File: config.mk
export PLATFORM = sky130hd
export DESIGN_NAME = mem_access_unit
export DESIGN_NICKNAME = d
export VERILOG_FILES = /design/src/rtl/mem_pkg.sv /design/src/rtl/lsu_lane_align.sv /design/src/rtl/mem_access_unit.sv
export SDC_FILE = /design/constraint.sdc
export NUM_CORES = 1
export LEC_CHECK = 0
export CORE_ASPECT_RATIO = 1.4
export CORE_MARGIN = 2
export CORE_UTILIZATION = 39
export DETAILED_ROUTE_END_ITERATION = 8
export PLACE_DENSITY = 0.8
export SLEW_MARGIN = 20
export SYNTH_ARGS = -nofsm -noshare
export SYNTH_HDL_FRONTEND = slang
export SYNTH_SLANG_ARGS = --single-unit
File: constraint.sdc
create_clock -name clk -period 2.9 [get_ports clk]
set_input_delay 0.435 -clock clk [delete_from_list [all_inputs] [get_ports clk]]
set_output_delay 0.435 -clock clk [all_outputs]
set_load 0.02 [all_outputs]
File: src/rtl/mem_pkg.sv
// Shared definitions for the MEM-stage load/store unit: access size codes,
// FSM state encoding and the default bus timeout.
package mem_pkg;

  localparam logic [1:0] SZ_BYTE = 2'b00;
  localparam logic [1:0] SZ_HALF = 2'b01;
  localparam logic [1:0] SZ_WORD = 2'b10;
  localparam logic [1:0] SZ_RSVD = 2'b11;

  typedef enum logic [1:0] {
    ST_IDLE = 2'd0,
    ST_BUSY = 2'd1,
    ST_DONE = 2'd2
  } state_e;

  localparam int DEFAULT_TIMEOUT = 255;

endpackage

File: src/rtl/lsu_lane_align.sv
// Combinational lane steering: byte enables and store replication for the
// outgoing command, legality check, and load extract/extend for the response.
module lsu_lane_align
  import mem_pkg::*;
(
  input  logic [1:0]  st_size,
  input  logic [1:0]  st_addr_lo,
  input  logic        st_read,
  input  logic        st_write,
  input  logic [31:0] st_wdata,
  input  logic [1:0]  ld_size,
  input  logic [1:0]  ld_addr_lo,
  input  logic        ld_signed,
  input  logic [31:0] ld_word,
  output logic [3:0]  be,
  output logic [31:0] wdata_lanes,
  output logic [31:0] ld_data,
  output logic        illegal
);

  function automatic logic [31:0] extend(input logic [15:0] v, input logic half,
                                         input logic sgn);
    if (half) return {{16{sgn & v[15]}}, v};
    else      return {{24{sgn & v[7]}}, v[7:0]};
  endfunction

  logic [31:0] shifted;

  always_comb begin
    be          = 4'b0000;
    wdata_lanes = st_wdata;
    case (st_size)
      SZ_BYTE: begin
        be          = 4'b0001 << st_addr_lo;
        wdata_lanes = {4{st_wdata[7:0]}};
      end
      SZ_HALF: begin
        be          = st_addr_lo[1] ? 4'b1100 : 4'b0011;
        wdata_lanes = {2{st_wdata[15:0]}};
      end
      SZ_WORD: be = 4'b1111;
      default: be = 4'b0000;
    endcase
  end

  always_comb begin
    illegal = (st_read & st_write)
            | (st_size == SZ_RSVD)
            | ((st_size == SZ_HALF) & st_addr_lo[0])
            | ((st_size == SZ_WORD) & (st_addr_lo != 2'b00));
  end

  // Bring the addressed lane down to bit 0, then extend to a full word.
  always_comb begin
    shifted = ld_word >> {ld_addr_lo, 3'b000};
    case (ld_size)
      SZ_BYTE: ld_data = extend(shifted[15:0], 1'b0, ld_signed);
      SZ_HALF: ld_data = extend(shifted[15:0], 1'b1, ld_signed);
      default: ld_data = shifted;
    endcase
  end

endmodule

File: src/rtl/mem_access_unit.sv
// MEM-stage load/store unit: issues one request/ack data-memory transaction per
// EX/MEM command, stalls the pipeline meanwhile and reports bad or lost accesses.
module mem_access_unit
  import mem_pkg::*;
#(
  parameter int TIMEOUT_CYCLES = DEFAULT_TIMEOUT
) (
  input  logic        clk,
  input  logic        rst,
  input  logic        EX_MEM_MemRead,
  input  logic        EX_MEM_MemWrite,
  input  logic [31:0] EX_MEM_ALUOut,
  input  logic [31:0] EX_MEM_WriteData,
  input  logic [1:0]  EX_MEM_MemSize,
  input  logic        EX_MEM_MemSigned,
  output logic [31:0] MEM_Read_Data,
  output logic        MEM_Stall,
  output logic        MEM_Fault,
  output logic        dmem_req,
  output logic        dmem_we,
  output logic [31:0] dmem_addr,
  output logic [3:0]  dmem_be,
  output logic [31:0] dmem_wdata,
  input  logic        dmem_ack,
  input  logic [31:0] dmem_rdata
);

  localparam logic [7:0] TIMEOUT_LIM = 8'(TIMEOUT_CYCLES);

  state_e      state_q, state_d;
  logic [7:0]  cnt_q, cnt_d;
  logic        req_q, req_d;
  logic        we_q, we_d;
  logic [31:0] addr_q, addr_d;
  logic [3:0]  be_q, be_d;
  logic [31:0] wdata_q, wdata_d;
  logic [31:0] rdata_q, rdata_d;
  logic        fault_q, fault_d;
  logic        is_load_q, is_load_d;
  logic [1:0]  ld_size_q, ld_size_d;
  logic [1:0]  ld_lo_q, ld_lo_d;
  logic        ld_signed_q, ld_signed_d;

  logic [3:0]  cmd_be;
  logic [31:0] cmd_wdata;
  logic [31:0] ld_data;
  logic        cmd_illegal;
  logic        cmd_valid;

  lsu_lane_align u_align (
    .st_size     (EX_MEM_MemSize),
    .st_addr_lo  (EX_MEM_ALUOut[1:0]),
    .st_read     (EX_MEM_MemRead),
    .st_write    (EX_MEM_MemWrite),
    .st_wdata    (EX_MEM_WriteData),
    .ld_size     (ld_size_q),
    .ld_addr_lo  (ld_lo_q),
    .ld_signed   (ld_signed_q),
    .ld_word     (dmem_rdata),
    .be          (cmd_be),
    .wdata_lanes (cmd_wdata),
    .ld_data     (ld_data),
    .illegal     (cmd_illegal)
  );

  assign cmd_valid = EX_MEM_MemRead | EX_MEM_MemWrite;

  always_comb begin
    state_d     = state_q;
    cnt_d       = cnt_q;
    req_d       = req_q;
    we_d        = we_q;
    addr_d      = addr_q;
    be_d        = be_q;
    wdata_d     = wdata_q;
    rdata_d     = rdata_q;
    fault_d     = 1'b0;
    is_load_d   = is_load_q;
    ld_size_d   = ld_size_q;
    ld_lo_d     = ld_lo_q;
    ld_signed_d = ld_signed_q;
    MEM_Stall   = 1'b0;
    case (state_q)
      ST_IDLE: begin
        if (cmd_valid && cmd_illegal) begin
          fault_d = 1'b1;
          rdata_d = 32'h0;
        end else if (cmd_valid) begin
          MEM_Stall   = 1'b1;
          req_d       = 1'b1;
          we_d        = EX_MEM_MemWrite;
          addr_d      = {EX_MEM_ALUOut[31:2], 2'b00};
          be_d        = cmd_be;
          wdata_d     = cmd_wdata;
          cnt_d       = 8'd0;
          is_load_d   = EX_MEM_MemRead;
          ld_size_d   = EX_MEM_MemSize;
          ld_lo_d     = EX_MEM_ALUOut[1:0];
          ld_signed_d = EX_MEM_MemSigned;
          state_d     = ST_BUSY;
        end
      end
      ST_BUSY: begin
        MEM_Stall = 1'b1;
        cnt_d     = cnt_q + 8'd1;
        // An ack arriving on the last allowed cycle still completes normally.
        if (dmem_ack) begin
          req_d   = 1'b0;
          if (is_load_q) rdata_d = ld_data;
          state_d = ST_DONE;
        end else if (cnt_q + 8'd1 >= TIMEOUT_LIM) begin
          req_d   = 1'b0;
          fault_d = 1'b1;
          rdata_d = 32'h0;
          state_d = ST_DONE;
        end
      end
      ST_DONE: state_d = ST_IDLE;
      default: state_d = ST_IDLE;
    endcase
  end

  always_ff @(posedge clk) begin
    if (rst) begin
      state_q     <= ST_IDLE;
      cnt_q       <= 8'd0;
      req_q       <= 1'b0;
      we_q        <= 1'b0;
      addr_q      <= 32'h0;
      be_q        <= 4'h0;
      wdata_q     <= 32'h0;
      rdata_q     <= 32'h0;
      fault_q     <= 1'b0;
      is_load_q   <= 1'b0;
      ld_size_q   <= SZ_BYTE;
      ld_lo_q     <= 2'b00;
      ld_signed_q <= 1'b0;
    end else begin
      state_q     <= state_d;
      cnt_q       <= cnt_d;
      req_q       <= req_d;
      we_q        <= we_d;
      addr_q      <= addr_d;
      be_q        <= be_d;
      wdata_q     <= wdata_d;
      rdata_q     <= rdata_d;
      fault_q     <= fault_d;
      is_load_q   <= is_load_d;
      ld_size_q   <= ld_size_d;
      ld_lo_q     <= ld_lo_d;
      ld_signed_q <= ld_signed_d;
    end
  end

  assign MEM_Read_Data = rdata_q;
  assign MEM_Fault     = fault_q;
  assign dmem_req      = req_q;
  assign dmem_we       = we_q;
  assign dmem_addr     = addr_q;
  assign dmem_be       = be_q;
  assign dmem_wdata    = wdata_q;

endmodule

==> impl_metrics.ini, run 1 <==
[clock_tree]
numCtsBuffers = 17
post_cts_buffers = 0
cts.sinks = 117
cts-root-buf = clkbuf_16
cts_tree = yes
clk_pin_slew_worst_paths_ns = 0.05
cts_htree_levels = 4
cts_buffer_depth = 2
clk_latency_ns = 0.39

[logic_synthesis]
synth_cell_types = 53
netlist_area_um2 = 5492
synth_warnings = 0
yosys.area.top_type = dfxtp_1
synth.avg_cell_area_um2 = 8.295
synth_ff_type = dfxtp_1
synth_top_area_share_pct = 42.65
synth.most_common_cell = nand2_1
synth_edf_count = 0
synthTopCellsByArea = dfxtp_1 (43%), mux2i_1 (11%), nand2_1 (9.9%), a21oi_1 (7.9%), nand2b_1 (3.9%)
ys_seq_area_share_pct = 42.65
synth_seq_cells = 117
async_flop_share_pct = 0
synth_cells = 662
ys_top_cells_by_count = nand2_1 (145), dfxtp_1 (117), a21oi_1 (87)

[timing]
hold_slack_ns = 0.4503
slew_violations = 0
finClkSkew_ns = 0.007911
fin_crit_sh_pct = 93.84
hold_violations = 0
rsz0062_at_grt = false
setup_viol = 0
fmax_mhz = 367.5
fin_crit_ns = 2.721
slew_headroom_pct = 42.23
worstMarginPinSlew_ns = 0.8666
final.setup.tns_ns = 0

[cells_and_area]
regArea_um2 = 2342
nFillCells = 1230
finalNetCount = 963
multi_input_area_um2 = 2887
area_growth_pct = 51.72
antenna_cells = 0
layout-drive-gt1-share_pct = 8.400

[drt]
wl_um = 15960
detail-route-antenna-nets = 0
routedWlPerCell_um = 15.14
drtPass1Iterations = 4
viasPerCell = 5.049
first_iter_violations = 186
vias = 5322
drc_errors = 0

[critical_path]
arrival_ns = 2.29
cp-start-kind = input port
cp_data_required_time_ns = 2.47
crit_fanout = 5
worstSetupPathType = in -> out
cp-end-kind = output pin

[global_routing]
antenna_found_initial = 0
grt_pass1_vias = 5041
grt_max_degree = 118
grt_util_all_layers_pct = 21.04
gr-total-overflow = 0
grt_pass1_wl_um = 25610

[run]
cap_violations = 0

[die]
rows = 51
fp.dieArea_um2 = 15060
boundaryPins = 208
die_w_um = 104.3
fp.dieH_um = 144.4
start_util_pct = 39.66
core_um2 = 13850

[placed_design]
gp_congestion = 0.8153
dp_hpwl_um = 11390
io_buffer_count = 205

[pwr]
ir_drop_v = 0.0003953
powerDensity_nw_per_um2 = 564.5
p_leak_nw = 3.040
total_power_w = 0.004703

[worst_hold_path]
hold_class = reg -> reg

[status]
status = finished, final reports clean
-- critical path, stage by stage --
cell and delay (ns):
clkdlybuf4s50_1 0.55, xor2_1 0.28, o211a_4 0.21, nor2_1 0.06, inv_1 0.11, clkdlybuf4s50_1 0.64
-- cells by family after synthesis --
logic type	share of synthesized area, %
DFF	42.65
AOI/OAI and AO/OA	17.84
buffers and inverters	5.218
and+or+nand+nor	19.53
xor gates and xnor gates	0.4786
muxes	13.76
other	0.06829
adders and majority gates	0.4556
-- where the power goes --
group | internal (W) | total, W | switching (W)
sequential | 0.00169 | 0.00174 | 0.0000473
clock | 0.00140 | 0.00210 | 0.000705
combinational | 0.000424 | 0.000863 | 0.000439
-- worst paths after layout --
kind | slack, ns | cells after the start | end | from
setup / recovery | 0.18 | 6 | MEM_Stall | EX_MEM_MemWrite
hold / removal | 0.45 | 2 | dmem_addr[8] | dmem_addr[8]
setup reg to reg | 0.41 | 7 | MEM_Read_Data[18] | cnt_q[0]
hold reg to reg | 0.45 | 2 | dmem_addr[8] | dmem_addr[8]
-- stage by stage --
stage / util [%] / worst slack (ns) / area (um2) / std cells
after global placement: 55.73 / 0.1387 / 7717 / 1023
after CTS: 60.11 / 0.05469 / 8323 / 1054
after floorplan: - / 0.7184 / 5495 / 663
final: 60.17 / 0.1787 / 8332 / 1054
after global routing: 60.17 / 0.08254 / 8332 / 1054
after detailed placement: 55.73 / 0.07362 / 7717 / 1023
-- registers in the layout, summed over array words and instances, names as in the netlist --
name / flops
dmem_we: 1
dmem_wdata: 32
ld_signed_q: 1
ld_lo_q: 2
dmem_be: 4
MEM_Fault: 1
ld_size_q: 2
dmem_addr: 30
MEM_Read_Data: 32
cnt_q: 8
state_q: 2
dmem_req: 1
is_load_q: 1
-- layout by cell type, fill, tap and decap left out, types with 3 or more instances in the layout --
master	Yosys	layout
a211oi_1	10	10
a21oi_1	87	87
a311oi_1	11	11
buf_4	2	20
clkbuf_16	0	17
clkbuf_8	0	6
clkdlybuf4s50_1	0	204
dfxtp_1	117	117
inv_1	6	6
mux2_2	9	9
mux2i_1	62	62
nand2_1	145	145
nand2b_1	34	34
nand3_1	4	4
nor2_1	40	40
nor2b_1	4	4
nor3_1	4	3
o211ai_1	10	10
o21ai_0	31	31
-- routing by layer --
layer,vias to the layer above,wire (um),GRT usage [%]
li1,2667,-,-
met1,2473,6320,23.76
met2,168,8492,37.05
met3,14,947,6.399
met4,0,199,8.535
met5,-,0,0
-- area by class of cell --
cell class	instances	share of cell area [%]
sequential	117	28.11
tap	185	2.778
multi-input combinational	488	34.64
clock buffer	24	6.142
timing repair buffer	227	26.93
clock inverter	7	1.126
inverter	6	0.2703
-- what timing repair did --
action	4_1_cts	5_1_grt
resized for setup	0	1
hold buffers	0	0
setup endpoints to repair	0	1
Note: power is estimated with default switching activity, not from simulation.
==> run 2, diff against run 1 <==
- PLACE_DENSITY: 0.8 -> unset
- PLACE_DENSITY_LB_ADDON: unset -> 0.3
==> impl_metrics.ini, run 2 (synthesized netlist as in run 1, its figures left out) <==
[die]
core_um2 = 13850
die_w_um = 104.3
fp.dieH_um = 144.4
start_util_pct = 39.66
boundaryPins = 208
rows = 51
fp.dieArea_um2 = 15060

[clock_tree]
cts_htree_levels = 4
cts.sinks = 117
cts_buffer_depth = 2
cts_tree = yes
post_cts_buffers = 0
cts-root-buf = clkbuf_16
clk_latency_ns = 0.40
clk_pin_slew_worst_paths_ns = 0.06
cts_hold_buffers = 0
numCtsBuffers = 17

[placed_design]
dp_hpwl_um = 12190
postPlaceCellArea_um2 = 7660
placed_cells = 1017
gp_congestion = 0.9130
io_buffer_count = 205

[cells_and_area]
final_common_cell = clkdlybuf4s50_1
instances_no_fill = 1049
nFillCells = 1234
area_growth_pct = 50.10
final_cell_mix = clkdlybuf4s50_1 (203), nand2_1 (145), dfxtp_1 (117)
antenna_cells = 0
final_cell_area_um2 = 8243
layout-drive-gt1-share_pct = 7.639
finalNetCount = 957

[timing]
setup_viol = 0
finClkSkew_ns = 0.01059
hold_slack_ns = 0.4477
final.setup.tns_ns = 0
fin_crit_ns = 2.659
rsz0062_at_grt = false
fmax_mhz = 376.1
worstMarginPinSlew_ns = 0.8623
fin_crit_sh_pct = 91.68
slew_headroom_pct = 42.51
hold_violations = 0
slew_violations = 0

[global_routing]
grt_max_degree = 118
grt_pass1_vias = 5301
gr-total-overflow = 0
grt_util_all_layers_pct = 21.62
grt_pass1_wl_um = 26010
antenna_found_initial = 0

[drt]
viasPerCell = 5.146
drtPass1Iterations = 4
wl_um = 16730
routedWlPerCell_um = 15.94
first_iter_violations = 140
vias = 5398
detail-route-antenna-nets = 0
drc_errors = 0

[critical_path]
cp-start-kind = flip-flop
crit_path_start = cnt_q[0]
cp_data_required_time_ns = 3.22
cp-end-kind = flip-flop
arrival_ns = 2.98
worstSetupPathType = reg -> reg
rr_startpoint = cnt_q[0]
crit_fanout = 32

[worst_hold_path]
hold_class = reg -> reg
hp-start = dmem_be[3]

[pwr]
p_leak_nw = 2.992
powerDensity_nw_per_um2 = 562.2
ir_drop_v = 0.0003794

[run]
cap_violations = 0

[status]
status = finished, final reports clean
## run 2: worst paths after layout
check	end	slack (ns)	depth (start not counted)
setup / recovery	MEM_Read_Data[20]	0.24	7
hold / removal	dmem_be[3]	0.45	2
setup reg to reg	MEM_Read_Data[20]	0.24	7
hold reg to reg	dmem_be[3]	0.45	2
## run 2: worst max-delay path, cell delays in order, from the launching register on
cell       delay, ns
dfxtp_1         0.41
ha_1            0.28
nand3_2         0.13
or3_4           0.41
a2111oi_4       0.41
a221o_2         0.20
buf_4           0.44
mux2i_1         0.26
## run 2: per-layer routing
metal,global-route usage [%],part of all wire (%),vias to the layer above
li1,-,-,2645
met1,23.00,39,2518
met2,37.98,50,215
met3,9.148,9.1,20
met4,8.464,2.0,0
met5,0,0,-
## run 2: through the flow
stage / power (W) / setup slack [ns] / util [%]
detailed placement: 0.002631 / 0.02739 / 55.32
CTS: 0.004693 / 0.01590 / 59.48
floorplan: 0.002247 / 0.7184 / -
global route: 0.004826 / 0.06317 / 59.53
finish: 0.004634 / 0.2413 / 59.53
global placement: 0.002613 / 0.01855 / 55.32
## run 2: cell type report
| class | instances | area, um2 | area share (%) |
|---|---|---|---|
| well taps | 185 | 231.5 | 2.808 |
| clock inverters | 12 | 130.1 | 1.579 |
| multi-input cells | 488 | 2882 | 34.96 |
| clock buffers | 20 | 446.7 | 5.419 |
| flip-flops and latches | 117 | 2342 | 28.42 |
| repair buffers | 221 | 2188 | 26.55 |
| inverters | 6 | 22.52 | 0.2732 |
## run 2: what timing repair did
action | 4_1_cts | 5_1_grt
resized for setup | 0 | 1
setup endpoints to repair | 0 | 1
endpoints found under the hold margin | 0 | 0
## run 2: power by group
part	total (W)	internal, W	switching [W]
combinational	0.000855	0.000413	0.000443
sequential	0.00174	0.00169	0.0000489
clock	0.00204	0.00129	0.000754
total	0.00463	0.00339	0.00125
==> run 3, diff against run 2 <==
- MAX_ROUTING_LAYER: unset -> met4
==> impl_metrics.ini, run 3 (synthesized netlist as in run 1, its figures left out) <==
[critical_path]
r2r_cells = 7
worstSetupPathType = in -> out
rr_startpoint = cnt_q[0]
crit_fanout = 4
cp_data_required_time_ns = 2.47
regToRegEndpoint = MEM_Read_Data[22]
cp-end-kind = output pin
cp-start-kind = input port
reg2reg_slack_ns = 0.22
slowest_stage = clkdlybuf4s50_1
cp_common_cell = clkdlybuf4s50_1
arrival_ns = 2.32
crit_path_start = EX_MEM_ALUOut[1]
cp_top_family = buffers and inverters
path_depth = 7
worst-path-buf-inv = 4
path_cells = clkdlybuf4s50_1, nor3_2, buf_4, o211a_4, nor2_2, inv_1, clkdlybuf4s50_1
max_stage_delay_ns = 0.63
endpoint = MEM_Stall

[placed_design]
io_buffer_count = 205
dp_hpwl_um = 12270
gp_congestion = 0.9338
pre_cts_ws_ns = 0.04221

[timing]
layout_setup_ws_ns = 0.1415
rsz0062_at_grt = false
slew_headroom_pct = 42.96
fin_crit_sh_pct = 95.12
finClkSkew_ns = 0.01084
fin_crit_ns = 2.758
setup_viol = 0
worstMarginPinSlew_ns = 0.8556
final.setup.tns_ns = 0
hold_violations = 0
fmax_mhz = 362.5
slew_violations = 0

[drt]
vias = 5465
wl_um = 16920
detail-route-antenna-nets = 0
routedWlPerCell_um = 16.13
drc_errors = 0
viasPerCell = 5.210
drtPass1Iterations = 5
first_iter_violations = 164

[cells_and_area]
final_cell_mix = clkdlybuf4s50_1 (204), nand2_1 (145), dfxtp_1 (117)
finalNetCount = 957
multi_input_area_um2 = 2893
regArea_um2 = 2342
area_growth_pct = 50.47
layout-drive-gt1-share_pct = 7.986
nFillCells = 1238
antenna_cells = 0
final_common_cell = clkdlybuf4s50_1

[status]
status = finished, final reports clean

[clock_tree]
ctsResizeCount = 0
cts_buffer_depth = 2
cts_htree_levels = 4
numCtsBuffers = 17
cts-root-buf = clkbuf_16
clk_pin_slew_worst_paths_ns = 0.06
post_cts_buffers = 0
cts_tree = yes
clk_latency_ns = 0.41
cts.sinks = 117
cts_hold_buffers = 0

[die]
fp.dieArea_um2 = 15060
fp.dieH_um = 144.4
boundaryPins = 208
rows = 51
core_um2 = 13850
start_util_pct = 39.66
die_w_um = 104.3

[global_routing]
grt_util_all_layers_pct = 22.74
grt_pass1_wl_um = 26180
grt_pass1_vias = 5265
gr-total-overflow = 0
antenna_found_initial = 0
grt_max_degree = 118

[pwr]
ir_drop_v = 0.0004347
p_leak_nw = 2.991
total_power_w = 0.004676
powerDensity_nw_per_um2 = 565.9

[run]
cap_violations = 0

[worst_hold_path]
hold_class = reg -> reg
==> run 3: final cells by class <==
type / count / share of cell area, %
multi-input cells: 488 / 35.01
flip-flops and latches: 117 / 28.35
repair buffers: 221 / 26.45
clock buffers: 21 / 5.572
well taps: 185 / 2.801
clock inverters: 11 / 1.545
inverters: 6 / 0.2726
==> run 3: worst min path at each step <==
stage,start,to,cells after the start
global route,dmem_addr[15],dmem_addr[15],2
detailed placement,dmem_addr[7],dmem_addr[7],2
floorplan,cnt_q[7],cnt_q[7],1
CTS,dmem_addr[15],dmem_addr[15],2
finish,dmem_addr[15],dmem_addr[15],2
global placement,dmem_addr[21],dmem_addr[21],2
==> run 3: metal layers <==
metal  part of all wire [%]  GRT usage, %  vias up
met3                    7.7         8.202       25
met4                    1.7         8.179        0
li1                       -             -     2652
met5                      0             -        -
met1                     40         23.97     2577
met2                     51         39.35      211
==> run 3: worst register-to-register path, cell delays in order (launching register included) <==
cell	delay, ns
dfxtp_1	0.42
ha_1	0.27
nand3_2	0.14
or3_4	0.41
a2111oi_4	0.41
a221o_2	0.21
buf_4	0.45
mux2i_1	0.28
==> run 3: power by group <==
part           total, W  internal [W]  switching [W]  leakage, nW
logic          0.000862      0.000414       0.000448         1.76
registers       0.00174       0.00169      0.0000500        0.952
clock network   0.00207       0.00131       0.000763        0.279
total           0.00468       0.00342        0.00126         2.99
==> run 3: metrics by stage <==
stage	utilization, %	cells	hold WS (ns)	instance area (um2)
2_1_floorplan	-	663	0.4503	5495
3_3_place_gp	55.32	1017	0.4413	7660
3_5_place_dp	55.32	1017	0.4478	7660
4_1_cts	59.56	1049	0.4555	8248
5_1_grt	59.67	1049	0.4748	8263
6_report	59.67	1049	0.4535	8263
